===== src/rtl/hub_leaf_endpoint.sv =====
// Leaf-side hub tree termination: filters hub words down to the local stage controller
// and tags local controller messages with this FPGA's ID on the way back up.

module hub_leaf_fifo #(
  parameter int WIDTH = 8
) (
  input  logic             clk,
  input  logic             reset,
  input  logic             push,
  input  logic [WIDTH-1:0] push_data,
  input  logic             pop,
  output logic [WIDTH-1:0] head,
  output logic [1:0]       count
);

  logic [WIDTH-1:0] mem_q [2];
  logic [WIDTH-1:0] mem_d [2];
  logic             wr_ptr_q, wr_ptr_d;
  logic             rd_ptr_q, rd_ptr_d;
  logic [1:0]       count_q, count_d;

  // Callers only push when count < 2 and only pop when count > 0.
  always_comb begin
    mem_d    = mem_q;
    wr_ptr_d = wr_ptr_q;
    rd_ptr_d = rd_ptr_q;
    if (push) begin
      mem_d[wr_ptr_q] = push_data;
      wr_ptr_d        = ~wr_ptr_q;
    end
    if (pop) begin
      rd_ptr_d = ~rd_ptr_q;
    end
    count_d = count_q + 2'(push) - 2'(pop);
  end

  always_ff @(posedge clk or negedge reset) begin
    if (!reset) begin
      mem_q[0] <= '0;
      mem_q[1] <= '0;
      wr_ptr_q <= 1'b0;
      rd_ptr_q <= 1'b0;
      count_q  <= 2'd0;
    end else begin
      mem_q    <= mem_d;
      wr_ptr_q <= wr_ptr_d;
      rd_ptr_q <= rd_ptr_d;
      count_q  <= count_d;
    end
  end

  assign head  = mem_q[rd_ptr_q];
  assign count = count_q;

endmodule

module hub_leaf_endpoint #(
  parameter int HUB_FIFO_WIDTH    = 32,
  parameter int MASTER_FIFO_WIDTH = 8,
  parameter int FPGAID_WIDTH      = 4,
  parameter int FPGA_ID           = 2,
  parameter int CNT_WIDTH         = 16
) (
  input  logic                         clk,
  input  logic                         reset,
  input  logic [HUB_FIFO_WIDTH-1:0]    hub_in_data,
  input  logic                         hub_in_valid,
  output logic                         hub_in_ready,
  output logic [HUB_FIFO_WIDTH-1:0]    hub_out_data,
  output logic                         hub_out_valid,
  input  logic                         hub_out_ready,
  output logic [MASTER_FIFO_WIDTH-1:0] sc_out_data,
  output logic                         sc_out_valid,
  input  logic                         sc_out_ready,
  input  logic [MASTER_FIFO_WIDTH-1:0] sc_in_data,
  input  logic                         sc_in_valid,
  output logic                         sc_in_ready,
  input  logic                         local_has_message_flying,
  input  logic                         local_has_odd_clusters,
  output logic                         upstream_has_message_flying,
  output logic                         upstream_has_odd_clusters,
  output logic [CNT_WIDTH-1:0]         rx_count,
  output logic [CNT_WIDTH-1:0]         drop_count
);

  localparam int HDR_W = HUB_FIFO_WIDTH - MASTER_FIFO_WIDTH;

  logic [FPGAID_WIDTH-1:0]      my_id;
  logic [HDR_W-1:0]             my_hdr;
  logic [HDR_W-1:0]             in_hdr;
  logic                         hdr_match;
  logic                         hub_in_fire;
  logic                         dq_push, dq_pop;
  logic                         uq_push, uq_pop;
  logic [1:0]                   dq_count, uq_count;
  logic [MASTER_FIFO_WIDTH-1:0] dq_head;
  logic [HUB_FIFO_WIDTH-1:0]    uq_head;

  logic [CNT_WIDTH-1:0] rx_count_q, rx_count_d;
  logic [CNT_WIDTH-1:0] drop_count_q, drop_count_d;
  logic                 flying_q, flying_d;
  logic                 odd_q, odd_d;

  assign my_id  = FPGAID_WIDTH'(FPGA_ID);
  assign my_hdr = {{(HDR_W-FPGAID_WIDTH){1'b0}}, my_id};
  assign in_hdr = hub_in_data[HUB_FIFO_WIDTH-1:MASTER_FIFO_WIDTH];

  // Readies look only at occupancy and are forced low while reset is held.
  assign hub_in_ready = reset & (dq_count != 2'd2);
  assign sc_in_ready  = reset & (uq_count != 2'd2);

  assign hdr_match   = (&in_hdr) || (in_hdr == my_hdr);
  assign hub_in_fire = hub_in_valid & hub_in_ready;
  assign dq_push     = hub_in_fire & hdr_match;
  assign sc_out_valid = (dq_count != 2'd0);
  assign dq_pop      = sc_out_valid & sc_out_ready;
  assign sc_out_data = dq_head;

  assign uq_push       = sc_in_valid & sc_in_ready;
  assign hub_out_valid = (uq_count != 2'd0);
  assign uq_pop        = hub_out_valid & hub_out_ready;
  assign hub_out_data  = uq_head;

  hub_leaf_fifo #(.WIDTH(MASTER_FIFO_WIDTH)) u_dq (
    .clk       (clk),
    .reset     (reset),
    .push      (dq_push),
    .push_data (hub_in_data[MASTER_FIFO_WIDTH-1:0]),
    .pop       (dq_pop),
    .head      (dq_head),
    .count     (dq_count)
  );

  hub_leaf_fifo #(.WIDTH(HUB_FIFO_WIDTH)) u_uq (
    .clk       (clk),
    .reset     (reset),
    .push      (uq_push),
    .push_data ({my_hdr, sc_in_data}),
    .pop       (uq_pop),
    .head      (uq_head),
    .count     (uq_count)
  );

  // Statistics counters stick at all ones rather than wrapping.
  always_comb begin
    rx_count_d   = rx_count_q;
    drop_count_d = drop_count_q;
    if (dq_pop && (rx_count_q != '1)) begin
      rx_count_d = rx_count_q + CNT_WIDTH'(1);
    end
    if (hub_in_fire && !hdr_match && (drop_count_q != '1)) begin
      drop_count_d = drop_count_q + CNT_WIDTH'(1);
    end
    flying_d = local_has_message_flying | (dq_count != 2'd0) | (uq_count != 2'd0)
             | hub_in_valid | sc_in_valid;
    odd_d    = local_has_odd_clusters;
  end

  always_ff @(posedge clk or negedge reset) begin
    if (!reset) begin
      rx_count_q   <= '0;
      drop_count_q <= '0;
      flying_q     <= 1'b0;
      odd_q        <= 1'b0;
    end else begin
      rx_count_q   <= rx_count_d;
      drop_count_q <= drop_count_d;
      flying_q     <= flying_d;
      odd_q        <= odd_d;
    end
  end

  assign rx_count                    = rx_count_q;
  assign drop_count                  = drop_count_q;
  assign upstream_has_message_flying = flying_q;
  assign upstream_has_odd_clusters   = odd_q;

endmodule


===== config.mk =====
export PLATFORM = sky130hd
export DESIGN_NAME = hub_leaf_endpoint
export DESIGN_NICKNAME = d
export VERILOG_FILES = /design/src/rtl/hub_leaf_endpoint.sv
export SDC_FILE = /design/constraint.sdc
export NUM_CORES = 1
export LEC_CHECK = 0
export BUFFER_PORTS_ARGS = -buffer_cell sky130_fd_sc_hd__buf_2
export CAP_MARGIN = 10
export CORE_UTILIZATION = 56
export CTS_BUF_LIST = sky130_fd_sc_hd__clkbuf_8
export CTS_CLUSTER_SIZE = 25
export DETAILED_ROUTE_END_ITERATION = 16
export GPL_TIMING_DRIVEN = 0
export PLACE_DENSITY = 0.88
export SLEW_MARGIN = 10
export SYNTH_ARGS = -nofsm -noshare
export SYNTH_HDL_FRONTEND = slang
export SYNTH_SLANG_ARGS = --single-unit

===== constraint.sdc =====
create_clock -name clk -period 4.6 [get_ports clk]
set_input_delay 0.69 -clock clk [delete_from_list [all_inputs] [get_ports clk]]
set_output_delay 0.69 -clock clk [all_outputs]
set_load 0.005 [all_outputs]

After elaboration in Yosys (flattened, before gate mapping):

Cells that the tools add are included.

* flip-flop bits (word level): 122
* bits of input ports: 48
* output and inout port bits: 78
* logic and storage cells: 72

* add/subtract/negate cells: 6
* order comparisons: 6
* equality and inequality tests: 5
* muxes and demuxes: 12
* bitwise logic cells: 19
* reduce and logical (&&, ||, !) cells: 10

Operators with widths (number)
* $mux 32: 4
* $bwmux 64: 1
* $add 16x1->16 const B: 2
* $demux 32 s1: 1
* $mux 8: 4
* $ne 16x16->1 const B: 2
* $eq 24x2->1 const B: 1
* $reduce_and 24->1: 1
* $bwmux 16: 1
* $demux 8 s1: 1
* $ge 2x2->1 const B: 4
* $not 1->2: 4
* $and 1x1->1: 7
* $logic_and 1x1->1: 5
* $add 2x1->2: 2
* $lt 2x1->1 const B: 2
* $ne 2x2->1 const B: 2
* $not 1->1: 4
* $or 1x1->1: 4
* $reduce_bool 2->1: 2
* $sub 2x1->2: 2
* $logic_not 1->1: 1
* $logic_or 1x1->1: 1

Depth between registers and ports, before layout:

* depth after elaboration: 6
* gate-level depth with buffers: 9
* depth with buffers taken out: 8

Hierarchy:

A second synthesis with hierarchy kept.

* cell total of the unflattened synthesis: 417
* area total of the unflattened synthesis: 5801.8 um^2

By module, submodules not included
* hub_leaf_fifo at u_uq: times used 1, cells an instance 185, area each 3086.7 um^2, seq. area each 1701.6 um^2
* hub_leaf_endpoint: times used 1, cells an instance 176, area each 1815.5 um^2, seq. area each 850.8 um^2
* hub_leaf_fifo at u_dq: times used 1, cells an instance 56, area each 899.6 um^2, seq. area each 500.5 um^2

Worst setup path after synthesis:

Ideal clock, no wire load.

* path kind: in2reg
* start: input hub_in_data[29]
* end: register u_dq.mem_q[10] in the netlist's numbering
* library setup time: 0.125 ns
* arrival time: 2.352 ns
* required time: 4.475 ns
* slack: 2.123 ns
* stages: 7
* path buffers: 1
* path through: nand4_1 -> or4_1 -> nor3_2 -> a31oi_2 -> buf_6 -> nor3_4 -> mux2_2

* word-level cells in the longest chain between the ends: 3
* elaborated cells between the ends (all ways): 4
* those cells by class: eq/ne (1); bitwise (1); reduce/logical (2)

RTL lines
* from (decl): line 66 `input logic [HUB_FIFO_WIDTH-1:0] hub_in_data,`
* $eq 24x2->1 / $reduce_and 24->1 (equally long branches): line 112 `assign hdr_match = (&in_hdr) || (in_hdr == my_hdr);`
* $logic_or 1x1->1 *: line 112
* $and 1x1->1 *: line 114 `assign dq_push = hub_in_fire & hdr_match;`
* to (signal assigned): line 45 `mem_q <= mem_d;`
* to (decl): line 16 `logic [WIDTH-1:0] mem_q [2];`

Every way passes the cells marked *; elsewhere a longest branch is shown, timed or not.
A chain may end at the register's enable or synchronous reset.

Worst setup path in the final report:

* start: input reset
* end: register drop_count_q[1] (netlist: drop_count[1])

* word-level cells in the longest chain between the ends: 4

RTL lines
* from (decl): line 65 `input logic reset,`
* $and 1x1->1: line 109 `assign hub_in_ready = reset & (dq_count != 2'd2);`
* $and 1x1->1: line 113 `assign hub_in_fire = hub_in_valid & hub_in_ready;`
* $logic_and 1x1->1 (2 in series): line 151 `if (hub_in_fire && !hdr_match && (drop_count_q != '1)) begin`
* to (signal assigned): line 167 `drop_count_q <= drop_count_d;`
* to (decl): line 100 `logic [CNT_WIDTH-1:0] drop_count_q, drop_count_d;`

No other way between the ends.

==> results.rst <==
.. list-table::
   :header-rows: 1

   * - Metric
     - Value
   * - Row count
     - 29
   * - Number of enable-type register cells in the synthesized netlist
     - 0
   * - Maximum VDD drop
     - 0.000300 V
   * - Global placement routability congestion
     - just over 0.8
   * - Warnings from Yosys
     - 0
   * - # Post-CTS Setup Buffers
     - 0
   * - Prevailing post-synth register cell
     - dfrtp_1
   * - Inst Count DP
     - approximately 510
   * - Clk Tree Root Cell
     - clkbuf_8
   * - Number of inserted diodes
     - 0
   * - Synthesis-to-layout area growth
     - 25.4%
   * - Routed via count divided by cell count
     - ~5.2
   * - Hpwl dp
     - around 5300 µm
   * - Reg2Reg Depth
     - 7
   * - Number of max-capacitance violations reported
     - 0
   * - Final hold viol count
     - 0
   * - Vertical die dimension
     - ~83 µm
   * - Number of non-filler instances in the completed layout
     - between 500 and 600
   * - Overall overflow remaining after global route
     - 0
   * - Worst slack, placed
     - between 1.5 and 2 ns
   * - CTS sink cnt
     - 76
   * - CTS max path bufs
     - 2
   * - Slew Limit Fails
     - 0
   * - Critical path type
     - input pin to flip-flop
   * - Total core area
     - between 6000 and 7000 µm²
   * - Power density relative to cell area
     - roughly 450 nW/µm²
   * - Buffers on Ports
     - roughly 100
   * - Post-route antenna net violation count
     - 0
   * - CTS clk-pin slew, worst paths
     - 0.07 ns
   * - H-Tree Level Count
     - 3
   * - Transition at the pin with the smallest max-transition slack
     - just over 0.7 ns
   * - Average size of a mapped cell
     - approximately 12 µm²
   * - Number of buffers created by CTS
     - 9
   * - Critical Path Fanout Max
     - between 50 and 60
   * - Netlist area before placement
     - approximately 3700 µm²
   * - Post-synth cell types
     - 37
   * - Die Wd
     - ~83 µm
   * - Gates resized, CTS repair
     - 0
   * - Required @ worst endpoint
     - 4.83 ns
   * - Number of primary I/O pins
     - 126
   * - Leak
     - approximately 2.4 nW
   * - Initial detailed-routing violation count
     - 64
   * - Clock Skew
     - between 0.006 and 0.007 ns
   * - Starting Density
     - between 50% and 60%
   * - Fraction of the core area covered by cells at the end of the flow
     - between 70 and 80%
   * - Async set-or-reset flop fraction in the synthesized netlist
     - between 90% and 100%
   * - Flop and latch count out of synthesis
     - 76
   * - Capturing element type of the critical path
     - flip-flop
   * - Number of iterations in the first detailed-routing pass
     - 4
   * - Run status
     - finished clean
   * - Filler cells
     - between 400 and 500
   * - Wire length per cell after detailed routing
     - about 14 µm
   * - Overall global routing resource usage
     - between 20 and 25%
   * - Pin count of the biggest net entering global routing
     - 56
   * - Type of the most critical hold path
     - input pin to async pin
   * - Number of nets in the final layout
     - 500
   * - First-pass GRT wire length
     - approximately 12000 µm
   * - Fin crit period
     - approximately 2.7 ns
   * - Startpoint type of the worst setup path
     - input pin
   * - Final period util
     - about three fifths
   * - Die Footprint
     - about 7000 µm²
   * - Hold buffers post-CTS
     - 0
   * - Worst path arrival time
     - ~3.0 ns
   * - DRC viols
     - 0
   * - Total of endpoints with negative setup slack in the final report
     - 0
   * - Worst setup margin
     - between 1.5 and 2 ns
   * - Relative slew slack
     - between 50% and 60%
   * - Clock latency of the later-clocked register in the worst-skew pair
     - between 0.3 and 0.4 ns
   * - Maximum clock rate
     - between 0.3 and 0.4 GHz
   * - Number of global-route vias before repair
     - 2775
   * - Number of antenna violations at the first check in global routing
     - 0
   * - Setup repair after global routing missed its margin
     - no
   * - TritonCTS clock tree
     - yes
   * - Sequential area share after synthesis
     - approximately half
   * - Final wirelength
     - around 7200 µm
   * - Mapped Cells
     - 310
   * - Layout cell share with drive strength beyond 1
     - between 40% and 50%
   * - Vias
     - 2753
   * - Setup TNS
     - 0 ns
==> where the power goes <==
part           internal [mW]  leakage (nW)  switching, mW
registers              0.825         0.971          0.113
logic                  0.337          1.29          0.273
clock network          0.331         0.111          0.232
total                   1.49          2.37          0.618
==> stage by stage <==
| stage | area [µm²] | total power [mW] | hold WS [ns] |
|---|---|---|---|
| finish | 4660 | 2.11 | 0.250 |
| global route | 4660 | 2.25 | 0.256 |
| CTS | 4660 | 2.13 | 0.238 |
| detailed placement | 4430 | 1.56 | 0.455 |
| global placement | 4400 | 1.52 | 0.443 |
| floorplan | 3800 | 1.32 | 0.394 |
==> kinds of logic after synthesis <==
kind of cell,count (synthesis),synth area share (%)
simple gates,96,15.2
flops,76,51.2
mux,51,15.5
buf+inv,36,6.16
xor+xnor,31,7.31
compound gates,13,2.59
fa+ha+maj,6,2.02
other cells,1,0.101
==> area by class of cell <==
| cell class | count | area, µm² | share of cell area, % |
|---|---|---|---|
| plain buffers | 28 | 199 | 4.27 |
| inverters | 8 | 30.0 | 0.645 |
| clock buffers | 11 | 151 | 3.25 |
| multi-input cells | 220 | 1670 | 35.8 |
| repair buffers | 103 | 541 | 11.6 |
| well taps | 77 | 96.3 | 2.07 |
| flip-flops and latches | 76 | 1900 | 40.8 |
| clock inverters | 4 | 72.6 | 1.56 |
==> registers in the layout (all words and copies together), names as in the netlist <==
signal / cells
u_dq.rd_ptr_q: 1
u_uq.mem_q: 18
upstream_has_message_flying: 1
u_uq.wr_ptr_q: 1
u_dq.mem_q: 16
u_uq.count: 2
u_dq.wr_ptr_q: 1
upstream_has_odd_clusters: 1
u_dq.count: 2
drop_count: 16
u_uq.rd_ptr_q: 1
rx_count: 16
==> critical path, cell delays in order <==
cell and delay, ns:
buf_4 0.31, buf_16 0.30, a21boi_0 0.28, nand2_1 0.29, nor2_1 0.47, and2_1 0.24, mux2_2 0.33
==> path summary, 6_finish.rpt <==
kind	startpoint	to	slack (ns)
min reg2reg	u_uq.mem_q[9]	u_uq.mem_q[9]	0.48
min	reset	u_uq.mem_q[36]	0.25
max	reset	drop_count[1]	1.87
min in group clk	local_has_odd_clusters	upstream_has_odd_clusters	0.46
max reg2reg	rx_count[0]	rx_count[11]	2.48
max in group asynchronous	reset	rx_count[0]	3.78
==> routing by layer <==
| layer | up-vias | wire, µm | part of all wire (%) | GRT usage [%] |
|---|---|---|---|---|
| li1 | 1325 | - | - | - |
| met1 | 1324 | 3140 | 43 | 28.4 |
| met2 | 92 | 3650 | 50 | 38.3 |
| met5 | - | 0 | 0 | 0 |
| met3 | 12 | 328 | 4.5 | 3.08 |
| met4 | 0 | 113 | 1.6 | 8.94 |
==> synth_stat cells (3+ instances only) <==
| cell type | instances | area share (%) |
|---|---|---|
| dfrtp_1 | 76 | 51 |
| mux2_2 | 51 | 15 |
| xnor2_1 | 26 | 6.1 |
| buf_4 | 23 | 4.6 |
| nand2_1 | 17 | 1.7 |
| nand3_1 | 16 | 2.2 |
| nand4_1 | 15 | 2.5 |
| inv_1 | 8 | 0.81 |
| and3_1 | 7 | 1.2 |
| ha_1 | 6 | 2.0 |
| nor3_1 | 6 | 0.81 |
| nor4_1 | 6 | 1.0 |
| and4_1 | 5 | 1.2 |
| nor2_1 | 5 | 0.51 |
| xor2_1 | 5 | 1.2 |
| and2_1 | 4 | 0.67 |
| clkbuf_1 | 4 | 0.40 |
| or2_2 | 3 | 0.51 |
==> layout by cell type (no fill, tap or decap), types with 4 or more instances in the layout <==
master,count
and2_1,4
and3_1,7
and4_1,5
buf_2,101
buf_4,24
clkbuf_1,4
clkbuf_8,11
conb_1,23
dfrtp_1,76
ha_1,6
inv_1,8
mux2_2,51
nand2_1,17
nand3_1,16
nand4_1,15
nor2_1,5
nor3_1,6
nor4_1,6
xnor2_1,26
xor2_1,5
Power figures use the tool's default switching activity.
